## src/rtl/mem_port_arbiter.sv

```systemverilog
// mem_port_arbiter: round-robin arbiter sharing one fixed-latency, non-blocking
// line memory between NUM_PORTS requesters. Accepted requests are tagged with
// the port index in the upper mem_id bits; read responses are steered back by
// that tag. Per-port read credits bound the number of reads in flight.
module mem_port_arbiter #(
    parameter int NUM_PORTS       = 2,
    parameter int PORT_BITS       = 1,
    parameter int ADDR_WIDTH      = 32,
    parameter int LINE_WIDTH      = 32,
    parameter int REQ_ID_BITS     = 3,
    parameter int MAX_OUTSTANDING = 8,
    parameter int CNT_BITS        = 4
) (
    input  logic                              clk,
    input  logic                              reset,
    input  logic [NUM_PORTS-1:0]              req_valid,
    input  logic [NUM_PORTS-1:0]              req_rw,
    input  logic [NUM_PORTS*ADDR_WIDTH-1:0]   req_addr,
    input  logic [NUM_PORTS*LINE_WIDTH-1:0]   req_data,
    input  logic [NUM_PORTS*REQ_ID_BITS-1:0]  req_id,
    output logic [NUM_PORTS-1:0]              req_stall,
    output logic [NUM_PORTS-1:0]              rsp_valid,
    output logic [LINE_WIDTH-1:0]             rsp_data,
    output logic [REQ_ID_BITS-1:0]            rsp_id,
    output logic                              mem_valid,
    output logic                              mem_rw,
    output logic [ADDR_WIDTH-1:0]             mem_addr,
    output logic [LINE_WIDTH-1:0]             mem_wdata,
    output logic [PORT_BITS+REQ_ID_BITS-1:0]  mem_id,
    input  logic                              mem_stall,
    input  logic                              mem_ready,
    input  logic [LINE_WIDTH-1:0]             mem_rdata,
    input  logic [PORT_BITS+REQ_ID_BITS-1:0]  mem_rid
);

    localparam int MID_BITS = PORT_BITS + REQ_ID_BITS;
    localparam logic [CNT_BITS-1:0] MAX_CNT = CNT_BITS'(MAX_OUTSTANDING);

    logic [PORT_BITS-1:0]   ptr_q, ptr_d;
    logic [CNT_BITS-1:0]    cnt_q [NUM_PORTS];

    logic                   mem_valid_q, mem_rw_q;
    logic [ADDR_WIDTH-1:0]  mem_addr_q;
    logic [LINE_WIDTH-1:0]  mem_wdata_q;
    logic [MID_BITS-1:0]    mem_id_q;

    logic [NUM_PORTS-1:0]   rsp_valid_q;
    logic [LINE_WIDTH-1:0]  rsp_data_q;
    logic [REQ_ID_BITS-1:0] rsp_id_q;

    logic [NUM_PORTS-1:0]   eligible, grant, cnt_inc, cnt_dec, rsp_onehot;
    logic                   gnt_any;
    logic [PORT_BITS-1:0]   gnt_port, scan_idx, rsp_port;
    logic                   sel_rw;
    logic [ADDR_WIDTH-1:0]  sel_addr;
    logic [LINE_WIDTH-1:0]  sel_data;
    logic [REQ_ID_BITS-1:0] sel_id;

    assign rsp_port = mem_rid[MID_BITS-1 -: PORT_BITS];

    // Eligibility: writes always eligible, reads only while credit remains
    always_comb begin
        eligible = '0;
        for (int unsigned i = 0; i < NUM_PORTS; i++) begin
            eligible[i] = req_valid[i] & (req_rw[i] | (cnt_q[i] < MAX_CNT));
        end
    end

    // Round-robin scan starting at ptr; index arithmetic wraps mod NUM_PORTS
    always_comb begin
        grant    = '0;
        gnt_any  = 1'b0;
        gnt_port = '0;
        scan_idx = '0;
        if (!mem_stall) begin
            for (int unsigned k = 0; k < NUM_PORTS; k++) begin
                scan_idx = ptr_q + PORT_BITS'(k);
                if (!gnt_any && eligible[scan_idx]) begin
                    gnt_any  = 1'b1;
                    gnt_port = scan_idx;
                end
            end
        end
        if (gnt_any) begin
            grant[gnt_port] = 1'b1;
        end
        ptr_d = gnt_any ? gnt_port + PORT_BITS'(1) : ptr_q;
    end

    assign req_stall = req_valid & ~grant;

    // Select the granted port's request fields and derive credit events
    always_comb begin
        sel_rw     = req_rw[gnt_port];
        sel_addr   = req_addr[int'(gnt_port)*ADDR_WIDTH +: ADDR_WIDTH];
        sel_data   = req_data[int'(gnt_port)*LINE_WIDTH +: LINE_WIDTH];
        sel_id     = req_id[int'(gnt_port)*REQ_ID_BITS +: REQ_ID_BITS];
        cnt_inc    = grant & ~req_rw;
        cnt_dec    = '0;
        rsp_onehot = '0;
        if (mem_ready) begin
            cnt_dec[rsp_port]    = 1'b1;
            rsp_onehot[rsp_port] = 1'b1;
        end
    end

    // Issue register and round-robin pointer
    always_ff @(posedge clk or negedge reset) begin
        if (!reset) begin
            ptr_q       <= '0;
            mem_valid_q <= 1'b0;
            mem_rw_q    <= 1'b0;
            mem_addr_q  <= '0;
            mem_wdata_q <= '0;
            mem_id_q    <= '0;
        end else begin
            ptr_q       <= ptr_d;
            mem_valid_q <= gnt_any;
            if (gnt_any) begin
                mem_rw_q    <= sel_rw;
                mem_addr_q  <= sel_addr;
                mem_wdata_q <= sel_data;
                mem_id_q    <= {gnt_port, sel_id};
            end
        end
    end

    // Per-port outstanding-read credit counters
    always_ff @(posedge clk or negedge reset) begin
        if (!reset) begin
            for (int unsigned i = 0; i < NUM_PORTS; i++) begin
                cnt_q[i] <= '0;
            end
        end else begin
            for (int unsigned i = 0; i < NUM_PORTS; i++) begin
                if (cnt_inc[i] && !cnt_dec[i]) begin
                    cnt_q[i] <= cnt_q[i] + CNT_BITS'(1);
                end else if (!cnt_inc[i] && cnt_dec[i] && cnt_q[i] != '0) begin
                    cnt_q[i] <= cnt_q[i] - CNT_BITS'(1);
                end
            end
        end
    end

    // Response steering register
    always_ff @(posedge clk or negedge reset) begin
        if (!reset) begin
            rsp_valid_q <= '0;
            rsp_data_q  <= '0;
            rsp_id_q    <= '0;
        end else begin
            rsp_valid_q <= rsp_onehot;
            if (mem_ready) begin
                rsp_data_q <= mem_rdata;
                rsp_id_q   <= mem_rid[REQ_ID_BITS-1:0];
            end
        end
    end

    assign mem_valid = mem_valid_q;
    assign mem_rw    = mem_rw_q;
    assign mem_addr  = mem_addr_q;
    assign mem_wdata = mem_wdata_q;
    assign mem_id    = mem_id_q;
    assign rsp_valid = rsp_valid_q;
    assign rsp_data  = rsp_data_q;
    assign rsp_id    = rsp_id_q;

endmodule

```

## config.mk

```make
export PLATFORM = sky130hd
export DESIGN_NAME = mem_port_arbiter
export DESIGN_NICKNAME = d
export VERILOG_FILES = /design/src/rtl/mem_port_arbiter.sv
export SDC_FILE = /design/constraint.sdc
export NUM_CORES = 1
export LEC_CHECK = 0
export CAP_MARGIN = 20
export CORE_UTILIZATION = 30
export CTS_BUF_LIST = sky130_fd_sc_hd__clkbuf_2 sky130_fd_sc_hd__clkbuf_4 sky130_fd_sc_hd__clkbuf_8
export DETAILED_ROUTE_END_ITERATION = 6
export GPL_TIMING_DRIVEN = 0
export PLACE_DENSITY_LB_ADDON = 0.25
export REMOVE_ABC_BUFFERS = 1
export SLEW_MARGIN = 0
export SYNTH_ARGS = -nofsm -noshare
export SYNTH_HDL_FRONTEND = slang
export SYNTH_SLANG_ARGS = --single-unit
```

## constraint.sdc

```tcl
create_clock -name clk -period 4.8 [get_ports clk]
set_clock_uncertainty 0.05 [all_clocks]
set_input_delay 0.96 -clock clk [delete_from_list [all_inputs] [get_ports clk]]
set_output_delay 0.96 -clock clk [all_outputs]
set_load 0.02 [all_outputs]
```

==> Yosys cells after proc, flatten, opt, wreduce, memory -nomap -nowiden <==
Cells that the tools add are included.
{ "word_totals": {"elab_cells": 78, "output_inout_bits": 109, "reg_bits": 116} }
{ "classes": {"n_lt_le_gt_ge": 8, "n_mux": 23, "n_addsub": 6, "n_reduce_logical": 18, "n_bitwise": 8, "shifts": 3, "mul": 1} }
{ "ops": {"columns": ["operator", "n"], "rows": [
  ["64-bit by 7-bit indexed part select with 32-bit output", 2],
  ["4-bit two-way mux", 4],
  ["1-bit two-way mux", 15],
  ["1-bit logical AND", 9],
  ["4-bit by 1-bit adder with 4-bit output, second input constant", 2],
  ["1-bit by 2-bit less-than comparator with 1-bit output, second input constant", 4],
  ["4-bit less-than comparator, second input constant", 2],
  ["4-bit nonzero test", 2],
  ["4-bit by 1-bit subtractor with 4-bit output, second input constant", 2],
  ["6-bit by 4-bit indexed part select with 3-bit output", 1],
  ["1-bit logical NOT", 5],
  ["2-bit bitwise AND", 2],
  ["2-bit two-way mux", 2],
  ["2-bit inverter", 2],
  ["2-bit nonzero test", 2],
  ["1-bit by 2-bit multiplier with 3-bit output, second input constant", 1],
  ["1-bit adder, second input constant", 2],
  ["1-bit bitwise AND", 2],
  ["1-bit demux with 1-bit select", 2],
  ["1-bit greater-or-equal comparator, second input constant", 2],
  ["1-bit bitwise OR", 2]
]} }

==> Depth between registers and ports, before layout <==
{ "depth": {"word_depth": 22, "depth_mapped": 9} }

==> Worst setup path before layout <==
OpenSTA, ideal clock, no wires.
{ "synth_timing": {"path_type": "input -> output", "from": "input req_rw[1]", "to": "output req_stall[0]", "path_stages": 5, "slack_ps": 1891, "n_path_buf": 1, "required_ps": 3790, "arrival_time_ps": 1899, "path_cell_list": "nand2b_2 > and3_1 > nor3_2 > buf_2 > nor2b_1"} }
{ "synth_via": {"elab_chain_cells": 17} }
{ "synth_rtl": {"columns": ["element", "line", "source"], "rows": [
  ["start: declaration", "17", "input logic [NUM_PORTS-1:0] req_rw,"],
  ["1-bit bitwise OR (*)", "65", "eligible[i] = req_valid[i] & (req_rw[i] | (cnt_q[i] < MAX_CNT));"],
  ["1-bit bitwise AND (*)", "65", null],
  ["1-bit two-way mux (implied by the code) (2 in a row)", "78", "if (!gnt_any && eligible[scan_idx]) begin"],
  ["1-bit two-way mux", "78", null],
  ["1-bit two-way mux", "75", "if (!mem_stall) begin"],
  ["1-bit logical NOT", "78", null],
  ["1-bit logical AND", "78", null],
  ["1-bit two-way mux", "78", null],
  ["1-bit two-way mux", "75", null],
  ["1-bit by 2-bit less-than comparator with 1-bit output (implied by the code) / 1-bit greater-or-equal comparator (equally long branches)", "85", "grant[gnt_port] = 1'b1;"],
  ["1-bit logical AND (implied by the code)", "85", null],
  ["1-bit two-way mux (implied by the code)", "85", null],
  ["1-bit demux with 1-bit select", "85", null],
  ["2-bit two-way mux (*)", "84", "if (gnt_any) begin"],
  ["2-bit inverter (*)", "90", "assign req_stall = req_valid & ~grant;"],
  ["2-bit bitwise AND (*)", "90", null],
  ["end: declaration", "21", "output logic [NUM_PORTS-1:0] req_stall,"]
]} }
Mark *: on every way between the ends. The rest lies on a longest branch, timed or not. The select of a mux whose other input is x is not followed.

==> Worst setup path after layout <==
{ "layout_timing": {"from": "input req_rw[1]", "to": "output req_stall[1]"} }
Same word-level chain as after synthesis.

==> impl_summary.log <==
INFO  metric chipWidth = 132.1 um
INFO  metric synth.top_cell.area_share = 0.5717
INFO  metric worstPathCellList = clkdlybuf4s50_1 > nand2b_2 > nand2_1 > nor3b_4 > buf_16 > nor2b_1 > clkdlybuf4s50_1
INFO  metric power_frac_seq = 0.354
INFO  metric status = completed
INFO  metric grt_use_total = 0.1913
INFO  metric io_buffer_count = 286
INFO  metric synthesis.area = 5077 um^2
INFO  metric cts_max_path_buffers = 2
INFO  metric crit_path_max_fanout = 21
INFO  metric cts_htree_levels = 4
INFO  metric power.combinational.fraction = 0.377
INFO  metric die_height = around 130 um
INFO  metric critical_path_arrival = roughly 3.4 ns
INFO  metric postSynthCellCount = roughly 510
INFO  metric synth-seq-area-share = 0.5717
INFO  metric post_synth_main_area_contributors = dfrtp_1 (57%), mux2_2 (8.2%), a21oi_1 (6.8%), nand2_1 (5.5%), o21ai_0 (5.5%)
INFO  metric cts.repair.resized = 0
INFO  metric layout.cells.most_common = clkdlybuf4s50_1
INFO  metric gr-total-overflow = 0
INFO  metric tritoncts = done
INFO  metric yosysWarnings = 0
INFO  metric power.total = 3969 uW
INFO  metric relSlewSlack = 0.3447
INFO  metric post-route-period-util = 0.9267
INFO  metric power.density_cell_area = around 450 nW/um^2
INFO  metric final_nets = 972
INFO  metric setup_repair_after_global_routing_missed_its_margin = no
INFO  metric slew_viol_final = 0
INFO  metric hpwl = between 10,000 and 15,000 um
INFO  metric post_route_cells_drive_above_1_share = 0.1075
INFO  metric final_antenna_net_count = 0
INFO  metric vdd_ir_drop_max = between 200 and 250 uV
INFO  metric crit_slowest_cell = nor3b_4
INFO  metric flow.area_growth_from_synthesis = 72.01%
INFO  metric cts_inserted_buffers = 17
INFO  metric register_bit_total_from_synthesis = between 100 and 150
INFO  metric antenna-diode-count = 0
INFO  metric post_drt_wl_per_cell = approximately 16 um
INFO  metric path_clk_slew = 0.06 ns
INFO  metric placed_area = around 8300 um^2
INFO  metric detailedRoute.firstPassIterationCount = 4
INFO  metric max_cap_viol_count = 0
INFO  metric cp-end-kind = output port
INFO  metric start_util = 0.3073
INFO  metric fin_util = 0.5285
INFO  metric sw_frac_of_total = 0.3304
INFO  metric first_global_vias = 5,029
INFO  metric drcViolationCount = 0
INFO  metric setup_viol_count_final = 0
INFO  metric placeableCoreArea = approximately 17,000 um^2
INFO  metric design.portCount = around 290
INFO  metric fill_cells = approximately 1,500
INFO  metric pwr-share-clk = 0.268
INFO  metric route.vias.total = ~4,800
INFO  metric power_leakage = 0.003624 uW
INFO  metric layout_common_cells = clkdlybuf4s50_1 (284), dfrtp_1 (116), nand2_1 (75)
INFO  metric post-cts-setup-buffers = 0
INFO  metric synthDistinctLibCells = 36
INFO  metric cts_root_buffer = clkbuf_8
INFO  metric cellInternalPower = between 2000 and 3000 uW
INFO  metric timing.hold.worst.class = reg -> reg
INFO  metric final-hold-violation-count = 0
INFO  metric insertion_delay = about 0.42 ns
INFO  metric grt_start_max_net_pins = 73
INFO  metric syn_area_per_cell = approximately 10 um^2
INFO  metric detailedRoute.firstIterationViolations = roughly 140
INFO  metric final_area = 8733 um^2
INFO  metric worst_ep_required_time = 3.79 ns
INFO  metric design.die.area = between 15,000 and 20,000 um^2
INFO  metric floorplan.rows = 47
INFO  metric switchingPower = 1311 uW
INFO  metric gp_routability_congestion = approximately 0.79
INFO  metric setup.worst_path.start_class = input pin
INFO  metric finalCriticalPeriod = 4.448 ns
INFO  metric fmax = between 200 and 250 MHz
INFO  metric critical_path.most_common_cell = clkdlybuf4s50_1
INFO  metric cts.sinks = about 120
INFO  metric route.final.wire_length = 16,310 um
INFO  metric crit_path_max_incr_delay = about 0.83 ns
INFO  metric setup.worst_path.class = in -> out
INFO  metric post-synth-top-area-cell = dfrtp_1
INFO  metric cts_hold_buffers = 0
INFO  metric timing_worst_slew_pin_value = ~0.98 ns
INFO  metric vias_per_cell = about 4.7
INFO  metric grt_first_pass_wirelength = between 20,000 and 30,000 um
INFO  metric antenna_found_initial = 0
worst max-delay path, delay by kind of cell:
kind | cells | cell delay, ns
buffers and inverters | 3 | 1.28
AND/OR/NAND/NOR | 4 | 1.20
cell families (layout without fill, tap and decap cells):
group / Yosys count / after routing / synth area share
xor+xnor: 6 / 6 / 0.01035
buf+inv: 36 / 328 / 0.03056
compound gates: 146 / 146 / 0.1511
simple gates: 157 / 157 / 0.1274
fa+ha+maj: 6 / 6 / 0.01774
flops: 116 / 116 / 0.5717
mux: 41 / 41 / 0.09118
through the flow:
| stage | hold WS (ns) | setup TNS (ns) | worst slack (ns) | instances |
|---|---|---|---|---|
| 6_report | 0.4257 | 0 | 0.3516 | 1020 |
| 5_1_grt | 0.4409 | 0 | 0.2149 | 1020 |
| 4_1_cts | 0.4347 | 0 | 0.3131 | 1020 |
| 3_5_place_dp | 0.4192 | 0 | 0.2971 | 989 |
| 3_3_place_gp | 0.4131 | -290.58 | -2.169 | 981 |
| 2_1_floorplan | 0.4258 | 0 | 0.06767 | 475 |
flip-flops by register name (all words and copies together) (netlist names):
register and flops:
rsp_id 3, mem_addr 32, rsp_data 32, mem_wdata 32, mem_id 4, ptr_q 1
mem_rw 1, mem_valid 1, cnt_q 8, rsp_valid 2
area by class of cell:
type                    count  area [um^2]  area share
clock inverters             8        172.7     0.01977
repair buffers            294         3034      0.3474
flip-flops and latches    116         2903      0.3324
clock buffers              23        297.8     0.03410
inverters                   3        11.26    0.001289
well taps                 220        275.3     0.03152
multi-input cells         356         2039      0.2335
cells in the mapped netlist (all sizes together):
master  count
nor2b       2
fa          2
nand3       3
and3        1
nand2b      3
xnor2       2
o41ai       1
o21ai      69
nand2      75
nand3b      1
nor2       67
nor4b       1
nor3        1
mux2i       2
clkbuf     17
a21o        4
nor3b       1
or4b        1
mux2       39
buf        16
ha          4
xor2        4
a211o       1
dfrtp     116
o31ai       1
a21oi      69
inv         3
nor4        1
a31oi       1
layer usage:
layer | global-route usage | share of wire | vias up
met1 | 0.2198 | 0.42 | 2263
met4 | 0.07623 | 0.019 | 0
met3 | 0.05805 | 0.075 | 22
li1 | - | - | 2289
met2 | 0.3319 | 0.49 | 212
met5 | 0 | 0 | -
final timing paths:
kind,start,endpoint,slack [ns],cells after the start
max,req_rw[1],req_stall[1],0.35,7
min,mem_wdata[18]$_DFFE_PN0N_,mem_wdata[18]$_DFFE_PN0N_,0.43,2
max reg2reg,cnt_q[3]$_DFFE_PN0P_,mem_wdata[22]$_DFFE_PN0N_,2.11,7
min reg2reg,mem_wdata[18]$_DFFE_PN0N_,mem_wdata[18]$_DFFE_PN0N_,0.43,2
max in group asynchronous,reset,mem_id[0]$_DFFE_PN0N_,3.54,2
min in group asynchronous,reset,mem_addr[21]$_DFFE_PN0N_,0.45,1
power groups by stage:
stage / combinational (uW) / clock [uW] / sequential (uW)
2_1_floorplan: 426 / 0 / 1670
5_1_grt: 1610 / 1140 / 1440
4_1_cts: 1520 / 1100 / 1410
6_report: 1500 / 1070 / 1410
3_5_place_dp: 1510 / 0 / 1420
3_3_place_gp: 1460 / 0 / 1410
(Power assumes the default switching activity.)
